### config.mk
export PLATFORM = sky130hd
export DESIGN_NAME = elastic_config_loader
export DESIGN_NICKNAME = d
export VERILOG_FILES = /design/src/rtl/elastic_config_loader.sv
export SDC_FILE = /design/constraint.sdc
export NUM_CORES = 1
export LEC_CHECK = 0
export CORE_UTILIZATION = 37
export CTS_CLUSTER_SIZE = 28
export DETAILED_ROUTE_END_ITERATION = 16
export PLACE_DENSITY = 0.64
export SLEW_MARGIN = 20
export SYNTH_ARGS = -nofsm -noshare
export SYNTH_HDL_FRONTEND = slang
export SYNTH_SLANG_ARGS = --single-unit
### constraint.sdc
create_clock -name clk -period 1.8 [get_ports clk]
set_clock_uncertainty 0.05 [all_clocks]
set_input_delay 0.36 -clock clk [delete_from_list [all_inputs] [get_ports clk]]
set_output_delay 0.36 -clock clk [all_outputs]
set_load 0.05 [all_outputs]
### src/rtl/elastic_config_loader.sv
// Elastic configuration loader: turns a SELF-handshaked host stream of LOAD/START packets into PE context writes.
// Define CONFIG_LOADER_CHECKSUM_EN to require a trailing XOR checksum word on every LOAD packet.

module elastic_config_loader #(
  parameter int PE_NUM                  = 16,
  parameter int CONTEXT_SIZE            = 16,
  parameter int CONTEXT_SIZE_BIT_LENGTH = 4,
  parameter int DATA_WIDTH              = 32,
  parameter int INPUT_NUM_BIT_LENGTH    = 3,
  parameter int NEIGHBOR_PE_NUM         = 4,
  parameter int OPERATION_BIT_LENGTH    = 5
) (
  input  logic                               clk,
  input  logic                               reset_n,
  input  logic [DATA_WIDTH-1:0]              in_data,
  input  logic                               in_valid,
  output logic                               in_stop,
  input  logic                               clear_error,
  output logic [PE_NUM-1:0]                  config_pe_select,
  output logic                               write_config_data,
  output logic [CONTEXT_SIZE_BIT_LENGTH-1:0] config_index,
  output logic [INPUT_NUM_BIT_LENGTH-1:0]    config_input_PE_index_1,
  output logic [INPUT_NUM_BIT_LENGTH-1:0]    config_input_PE_index_2,
  output logic [NEIGHBOR_PE_NUM-1:0]         config_output_PE_index,
  output logic [OPERATION_BIT_LENGTH-1:0]    config_op,
  output logic [DATA_WIDTH-1:0]              config_const_data,
  output logic                               start_exec,
  output logic [CONTEXT_SIZE_BIT_LENGTH-1:0] mapping_context_max_id,
  output logic                               busy,
  output logic                               error
);

  localparam int CTX_W = CONTEXT_SIZE_BIT_LENGTH;
  localparam int SEL_W = INPUT_NUM_BIT_LENGTH;
  localparam int OE_W  = NEIGHBOR_PE_NUM;
  localparam int OP_W  = OPERATION_BIT_LENGTH;

  localparam logic [7:0]  OPC_LOAD  = 8'h01;
  localparam logic [7:0]  OPC_START = 8'h02;
  localparam logic [31:0] PE_LIMIT  = PE_NUM;
  localparam logic [31:0] CTX_LIMIT = CONTEXT_SIZE;

  typedef enum logic [2:0] {
    IDLE,
    CTRL,
    CONST,
    WRITE,
    START
`ifdef CONFIG_LOADER_CHECKSUM_EN
    , CHECK
`endif
  } state_e;

  state_e             state_q, state_d;
  logic [CTX_W-1:0]   counter_q, counter_d;
  logic [CTX_W-1:0]   last_q, last_d;
  logic [CTX_W-1:0]   max_id_q, max_id_d;
  logic [CTX_W-1:0]   map_max_q, map_max_d;
  logic [CTX_W-1:0]   cfg_index_q, cfg_index_d;
  logic [7:0]         pe_id_q, pe_id_d;
  logic [PE_NUM-1:0]  pe_sel_q, pe_sel_d;
  logic [SEL_W-1:0]   idx1_q, idx1_d;
  logic [SEL_W-1:0]   idx2_q, idx2_d;
  logic [OE_W-1:0]    oe_q, oe_d;
  logic [OP_W-1:0]    op_q, op_d;
  logic [DATA_WIDTH-1:0] const_q, const_d;
  logic               error_q, error_d;
`ifdef CONFIG_LOADER_CHECKSUM_EN
  logic [DATA_WIDTH-1:0] csum_q, csum_d;
`endif

  logic       accept;
  logic       set_error;
  logic [7:0] hdr_opc, hdr_pe, hdr_last, hdr_max;
  logic       load_ok, start_ok;

  // Header fields sit at fixed byte positions of the low 32 bits of the word.
  assign hdr_opc  = in_data[31:24];
  assign hdr_pe   = in_data[23:16];
  assign hdr_last = in_data[15:8];
  assign hdr_max  = in_data[7:0];

  assign load_ok  = (hdr_opc == OPC_LOAD) && ({24'd0, hdr_pe} < PE_LIMIT)
                    && ({24'd0, hdr_last} < CTX_LIMIT);
  assign start_ok = (hdr_opc == OPC_START) && ({24'd0, hdr_max} < CTX_LIMIT);

  assign accept = in_valid && !in_stop;

  // NOTE: every _d gets its hold value before the case so no path leaves a latch behind.
  always_comb begin
    state_d     = state_q;
    counter_d   = counter_q;
    last_d      = last_q;
    max_id_d    = max_id_q;
    map_max_d   = map_max_q;
    cfg_index_d = cfg_index_q;
    pe_id_d     = pe_id_q;
    pe_sel_d    = pe_sel_q;
    idx1_d      = idx1_q;
    idx2_d      = idx2_q;
    oe_d        = oe_q;
    op_d        = op_q;
    const_d     = const_q;
    set_error   = 1'b0;
`ifdef CONFIG_LOADER_CHECKSUM_EN
    csum_d      = csum_q;
`endif

    case (state_q)
      IDLE: begin
        if (accept) begin
          if (load_ok) begin
            pe_id_d   = hdr_pe;
            last_d    = hdr_last[CTX_W-1:0];
            counter_d = '0;
            state_d   = CTRL;
`ifdef CONFIG_LOADER_CHECKSUM_EN
            csum_d    = in_data;
`endif
          end else if (start_ok) begin
            max_id_d = hdr_max[CTX_W-1:0];
            state_d  = START;
          end else begin
            set_error = 1'b1;
          end
        end
      end

      CTRL: begin
        if (accept) begin
          idx1_d  = in_data[0 +: SEL_W];
          idx2_d  = in_data[SEL_W +: SEL_W];
          oe_d    = in_data[2*SEL_W +: OE_W];
          op_d    = in_data[2*SEL_W+OE_W +: OP_W];
          state_d = CONST;
`ifdef CONFIG_LOADER_CHECKSUM_EN
          csum_d  = csum_q ^ in_data;
`endif
        end
      end

      CONST: begin
        if (accept) begin
          const_d     = in_data;
          cfg_index_d = counter_q;
          for (int i = 0; i < PE_NUM; i++) begin
            pe_sel_d[i] = (pe_id_q == 8'(i));
          end
          state_d     = WRITE;
`ifdef CONFIG_LOADER_CHECKSUM_EN
          csum_d      = csum_q ^ in_data;
`endif
        end
      end

      WRITE: begin
        if (counter_q == last_q) begin
`ifdef CONFIG_LOADER_CHECKSUM_EN
          state_d = CHECK;
`else
          state_d = IDLE;
`endif
        end else begin
          counter_d = counter_q + CTX_W'(1);
          state_d   = CTRL;
        end
      end

      START: begin
        if (!error_q) begin
          map_max_d = max_id_q;
        end
        state_d = IDLE;
      end

`ifdef CONFIG_LOADER_CHECKSUM_EN
      CHECK: begin
        if (accept) begin
          if (in_data != csum_q) begin
            set_error = 1'b1;
          end
          state_d = IDLE;
        end
      end
`endif

      default: state_d = IDLE;
    endcase

    // A same-cycle error event beats clear_error.
    error_d = error_q;
    if (clear_error) error_d = 1'b0;
    if (set_error)   error_d = 1'b1;
  end

  // NOTE: state registers use <= so every flop samples the pre-edge values of its peers.
  always_ff @(posedge clk or negedge reset_n) begin
    if (!reset_n) begin
      state_q     <= IDLE;
      counter_q   <= '0;
      last_q      <= '0;
      max_id_q    <= '0;
      map_max_q   <= '0;
      cfg_index_q <= '0;
      pe_id_q     <= '0;
      pe_sel_q    <= '0;
      idx1_q      <= '0;
      idx2_q      <= '0;
      oe_q        <= '0;
      op_q        <= '0;
      const_q     <= '0;
      error_q     <= 1'b0;
`ifdef CONFIG_LOADER_CHECKSUM_EN
      csum_q      <= '0;
`endif
    end else begin
      state_q     <= state_d;
      counter_q   <= counter_d;
      last_q      <= last_d;
      max_id_q    <= max_id_d;
      map_max_q   <= map_max_d;
      cfg_index_q <= cfg_index_d;
      pe_id_q     <= pe_id_d;
      pe_sel_q    <= pe_sel_d;
      idx1_q      <= idx1_d;
      idx2_q      <= idx2_d;
      oe_q        <= oe_d;
      op_q        <= op_d;
      const_q     <= const_d;
      error_q     <= error_d;
`ifdef CONFIG_LOADER_CHECKSUM_EN
      csum_q      <= csum_d;
`endif
    end
  end

  // Stall is also raised while reset is held so the host cannot push into a block that is not running.
  assign in_stop                 = !reset_n || (state_q == WRITE) || (state_q == START);
  assign busy                    = (state_q != IDLE);
  assign write_config_data       = (state_q == WRITE);
  assign start_exec              = (state_q == START) && !error_q;
  assign config_pe_select        = pe_sel_q;
  assign config_index            = cfg_index_q;
  assign config_input_PE_index_1 = idx1_q;
  assign config_input_PE_index_2 = idx2_q;
  assign config_output_PE_index  = oe_q;
  assign config_op               = op_q;
  assign config_const_data       = const_q;
  assign mapping_context_max_id  = map_max_q;
  assign error                   = error_q;

endmodule

==> results of run 1 <==
[cells in the mapped netlist, drive strengths merged (2+ instances only)]
master	count	area share [%]
nor3	2	0.26
and3	2	0.32
a21oi	5	0.65
nand3	5	0.65
buf	11	1.8
nor3b	3	0.58
clkbuf	4	0.39
nor4	5	0.97
or3	5	0.94
nor2	7	1.3
mux2	31	9.4
xor2	4	0.90
inv	3	0.29
nand3b	5	0.97
dfrtp	95	61
o21ai	13	1.7
a22o	8	1.8
nand2	119	12
nor2b	4	0.65
mux2i	3	0.78
[kinds of logic after synthesis]
| kind of cell | share of synthesized area (%) |
|---|---|
| AO/OA/AOI/OAI | 5.039 |
| XOR/XNOR | 0.9043 |
| adder cells (fa/ha/maj) | 0.3229 |
| buffers and inverters | 2.454 |
| flip-flops | 61.37 |
| multiplexers | 10.17 |
| AND/OR/NAND/NOR | 19.73 |
[metal layers]
layer / up-vias / global-route usage [%]
li1: 1458 / -
met1: 1462 / 24.37
met2: 81 / 30.09
met3: 9 / 4.887
met4: 0 / 4.286
met5: - / 0
[state kept, by name, indices dropped and copies added, names as in the netlist, 4 cells and up]
signal,cells
max_id_q,4
config_const_data,32
config_pe_select,16
config_op,5
config_output_PE_index,4
mapping_context_max_id,4
last_q,4
config_index,4
pe_id_q,8
counter_q,4
[worst reg2reg max path, cell delays in order, from the launching register on]
cell      delay, ps
dfrtp_1         410
or3_4           410
nand4b_4        250
nor2_8          140
buf_12          140
mux2_4          300
[worst paths after layout]
| check | start | to | slack (ps) |
|---|---|---|---|
| worst max-delay path | state_q[0]$_DFFE_PN0P_ | in_stop | -80 |
| worst min-delay path | reset_n | state_q[0]$_DFFE_PN0P_ | -250 |
| worst max register to register | state_q[1]$_DFFE_PN0P_ | last_q[2]$_DFFE_PN0P_ | -10 |
| worst min register to register | config_const_data[24]$_DFFE_PN0P_ | config_const_data[24]$_DFFE_PN0P_ | 430 |
| max in group asynchronous | reset_n | counter_q[3]$_DFFE_PN0P_ | 1280 |
| min in group clk | in_data[26] | config_const_data[26]$_DFFE_PN0P_ | 320 |
[timing repair]
action,4_1_cts,5_1_grt
resized for setup,24,5
pin swaps,8,8
endpoints found under the hold margin,1,1
setup endpoints to repair,18,21
buffers inserted,8,5
[placed cells by master (no fill, tap or decap), drive strengths merged]
cell type / netlist / final
o41ai: 1 / 1
clkbuf: 4 / 11
clkdlybuf4s50: 0 / 30
a311o: 1 / 1
inv: 3 / 4
nor2b: 4 / 4
buf: 11 / 129
and2: 1 / 1
o21ai: 13 / 13
nor2: 7 / 7
nand2b: 1 / 1
nand3: 5 / 5
o32ai: 1 / 1
and3b: 1 / 1
nand3b: 5 / 5
mux2i: 3 / 3
nand4b: 1 / 1
nand2: 119 / 119
nor3b: 3 / 3
dlygate4sd2: 0 / 2
nor4b: 1 / 1
dfrtp: 95 / 95
a21oi: 5 / 5
and3: 2 / 2
bufinv: 0 / 1
nor4: 5 / 5
nor3: 2 / 2
clkinvlp: 0 / 1
ha: 1 / 1
xor2: 4 / 4
or3: 5 / 5
clkinv: 0 / 2
dlymetal6s2s: 0 / 2
mux2: 31 / 31
a22o: 8 / 8
[area by class of cell]
type | count | area [sq um] | area share (%)
flip-flops and latches | 95 | 2377 | 41.94
multi-input cells | 230 | 1478 | 26.07
repair buffers | 163 | 1420 | 25.06
well taps | 133 | 166.4 | 2.936
clock buffers | 11 | 151.4 | 2.671
clock inverters | 5 | 63.81 | 1.126
inverters | 3 | 11.26 | 0.1987
[power breakdown]
group | switching (mW) | leakage, nW | internal (mW)
registers | 0.375 | 1.23 | 2.76
logic | 3.06 | 1.56 | 1.55
clock network | 0.751 | 0.106 | 0.728
total | 4.18 | 2.90 | 5.04
==> impl_metrics.ini, run 1 <==
[synth]
synth_fp_nets = 380
synth_async_sr_flop_share_pct = 100.0
synth_ff_type = dfrtp_1
synth_warnings = 0
ys_types = 37
synth_area_sq_um = 3874
yosysSeqAreaShare_pct = 61.37
synth_area_per_cell_sq_um = 11.29
synthCells = 343
ys_ff_latch = 95
synth-edff-count = 0

[timing]
rsz0062_at_grt = yes
setup-tns-final_ps = -259.5
whs_ps = -251.2
slew_viol_final = 0
slew_headroom_pct = 65.97
worst_pin_slew_ps = 505.0
layout_setup_ws_ps = -75.45
period_share_pct = 104.2
timing_hold_violations_final = 1
fin_crit_ps = 1875
final-setup-viol-count = 9
fmax_mhz = 533.2

[critical_path]
cp_max_fo = 3
critPathSlowestCell = dfrtp_1
crit_buf_inv = 2
cp.depth = 5
crit_arrival_ps = 1470
crit_type = reg -> out
required_ps = 1390
path_cells = buf_6, and3b_2, a21oi_2, nand2_1, buf_6
crit_family = flip-flops
cp-end-kind = output port
critPathMaxStageDelay_ps = 410
crit_top_cell = buf_6
start_kind = flop
reg2regPathDepth = 5

[drt]
wl_met1_mm = 4.425
firstDrtPassIters = 4
drc = 0
ant_nets = 0
route.vias.total = 3010
post_drt_wl_per_cell_um = 14.80
wl_met2_mm = 4.519
highest_layer = met4
routed-wl-met3_um = 440
routed_wl_mm = 9.474
drt-vias-per-instance = 4.703
drt_iter0_drc = 115

[finish]
utilization_pct = 56.94
fin_area_sq_um = 5668
fillCellCount = 880
nets = 539
fin_cells = 640
area_growth_pct = 46.32
drive_above_1_share_pct = 38.07
antenna_cells = 0

[cts]
path_clk_slew_ps = 80
cts_tree = yes
clock_sinks = 95
htreeDepth = 3
cts_buffer_depth = 2
clk_latency_ps = 360
root_buffer = clkbuf_8
numCtsBuffers = 9

[global_routing]
grt_pass1_vias = 3146
antenna_found_initial = 0
grt.total_usage_pct = 18.41
grt_max_degree = 96
overflow = 0
grt_pass1_wl_mm = 15.82

[floorplan]
die_h_um = 104.3
rows = 36
coreArea_sq_um = 9955
die_area_sq_um = 10880
num_io_pins = 112
initial_core_util_pct = 38.91
dieWidth_um = 104.3

[job]
drv_cap = 0

[place]
dp.cells = 611
io_buffers = 111
pre_cts_ws_ps = -473.6
placedInstanceArea_sq_um = 5253
gp_congestion = 0.7682
dpl.hpwl_mm = 6.697

[pwr]
p_leak_nw = 2.901
power_density_nw_per_um2 = 1628
finalPower_mw = 9.226
vdd_drop_max_v = 0.001122

[outcome]
violations = negative hold slack, negative setup slack
outcome = finished, violations left

[worst_hold_path]
holdCritPathClass = in -> async
(Power assumes the default switching activity.)
==> run 2: changes to the inputs <==
- CAP_MARGIN: default -> 15
- CORE_UTILIZATION: 37 -> 43
- PLACE_DENSITY: 0.64 -> 0.73
==> impl_metrics.ini, run 2 (same netlist as run 1, synthesis figures left out) <==
[critical_path]
crit_type = reg -> out
critPathMaxStageDelay_ps = 420
regToRegStartpoint = state_q[0]$_DFFE_PN0P_
cp_max_fo = 2
startpoint = state_q[0]$_DFFE_PN0P_
critPathSlowestCell = dfrtp_1
start_kind = flop
crit_end = busy
path_cells = buf_6, or3_4, buf_6, buf_8
cp-end-kind = output port
timing.rr.end = max_id_q[2]$_DFFE_PN0P_
crit_arrival_ps = 1500
required_ps = 1390
r2r_slack_ps = -100
crit_top_cell = buf_6
reg2regPathDepth = 5

[drt]
routed_wl_mm = 9.628
ant_nets = 0
firstDrtPassIters = 4
drt-vias-per-instance = 4.962
drc = 0
post_drt_wl_per_cell_um = 15.78
drt_iter0_drc = 145
route.vias.total = 3027

[finish]
drive_above_1_share_pct = 38.25
fillCellCount = 703
fin_cells = 610
seq_area_sq_um = 2377
antenna_cells = 0
layout_commonest_cell = nand2_1
area_growth_pct = 46.09
multiInputGateArea_sq_um = 1531
nets = 535
layout_common_cells = 119 x nand2_1, 110 x buf_4, 95 x dfrtp_1
largest_register_ffs = 32

[cts]
numCtsBuffers = 9
cts_buffer_depth = 2
htreeDepth = 3
path_clk_slew_ps = 90
clock_sinks = 95
root_buffer = clkbuf_8
cts_tree = yes
clk_latency_ps = 350

[pwr]
p_clk_share_pct = 17.5
switchingPower_mw = 4.169
netSwitchingFraction_pct = 44.43
p_leak_nw = 2.866
comb_power_share_pct = 49.0
p_int_mw = 5.214
vdd_drop_max_v = 0.001194
power_density_nw_per_um2 = 1658
power.share.sequential_pct = 33.5

[job]
drv_cap = 0

[floorplan]
die_h_um = 96.92
rows = 34
dieWidth_um = 96.92
coreArea_sq_um = 8721
initial_core_util_pct = 44.42
die_area_sq_um = 9393
num_io_pins = 112

[global_routing]
grt_pass1_wl_mm = 15.83
grt_pass1_vias = 3143
grt.total_usage_pct = 21.33
antenna_found_initial = 0
grt_max_degree = 78
overflow = 0

[place]
dpl.hpwl_mm = 6.828
dp.cells = 590
pre_cts_ws_ps = -724.9
io_buffers = 111
gp_congestion = 0.7706

[outcome]
outcome = finished, violations left
violations = negative setup slack

[timing]
period_share_pct = 106.1
timing_hold_violations_final = 0
fmax_mhz = 523.6
worst_pin_slew_ps = 942.6
final-setup-viol-count = 17
slew_headroom_pct = 37.16
layout_setup_ws_ps = -109.8
rsz0062_at_grt = yes
fin_crit_ps = 1910
slew_viol_final = 0

[worst_hold_path]
holdCritPathClass = in -> async
## run 2: area by class of cell
class	count	area share, %
flip-flops and latches	95	42.01
inverters	3	0.1990
clock buffers	9	2.189
clock inverters	6	1.946
repair buffers	158	24.21
multi-input cells	231	27.06
well taps	108	2.388
## run 2: how the worst min path moves through the flow
stage               startpoint                               end  slack [ps]  depth (start not counted)
finish                 reset_n            state_q[2]$_DFFE_PN0P_         230                          2
floorplan              reset_n  config_const_data[0]$_DFFE_PN0P_          10                          0
detailed placement     reset_n            state_q[1]$_DFFE_PN0P_         320                          2
CTS                    reset_n          config_op[3]$_DFFE_PN0P_         270                          2
global placement       reset_n            state_q[1]$_DFFE_PN0P_         330                          2
global route           reset_n  config_const_data[9]$_DFFE_PN0P_         320                          2
## run 2: what timing repair did
| action | in CTS | in global routing |
|---|---|---|
| pin swaps | 4 | 1 |
| buffers inserted | 5 | 1 |
| hold endpoints to repair | 18 | 0 |
| resized for setup | 24 | 9 |
| gates cloned | 1 | 0 |
| hold buffers | 1 | 0 |
| setup endpoints to repair | 26 | 26 |
## run 2: power by group through the flow
stage / combinational [mW] / clock (mW) / sequential (mW)
2_1_floorplan: 0.943 / 0 / 5.12
3_3_place_gp: 4.44 / 0 / 3.15
3_5_place_dp: 4.51 / 0 / 3.17
4_1_cts: 4.62 / 1.68 / 3.15
5_1_grt: 4.84 / 1.75 / 3.22
6_report: 4.60 / 1.64 / 3.14
## run 2: metrics by stage
step	power (mW)	util (%)	instance area [sq um]	hold slack (ps)	setup TNS [ps]
4_1_cts	9.447	64.65	5638	265.7	-1342
2_1_floorplan	6.067	-	3891	14.41	-1513
3_3_place_gp	7.588	60.22	5251	326.3	-29330
3_5_place_dp	7.679	60.22	5251	324.2	-31320
6_report	9.383	64.89	5659	229.9	-1396
5_1_grt	9.809	64.89	5659	324.3	-2381
## run 2: routing by layer
| layer | wire length (um) | GRT usage [%] | vias up |
|---|---|---|---|
| met4 | 53 | 4.133 | 0 |
| met1 | 4296 | 29.13 | 1474 |
| met3 | 679 | 6.358 | 8 |
| met5 | 0 | 0 | - |
| met2 | 4598 | 34.02 | 91 |
| li1 | - | - | 1454 |
## run 2: critical path, delay by kind of cell, from the launching register on
kind | cells | cell delay, ps
flip-flops | 1 | 420
buffers and inverters | 3 | 400
AND/OR/NAND/NOR | 1 | 330
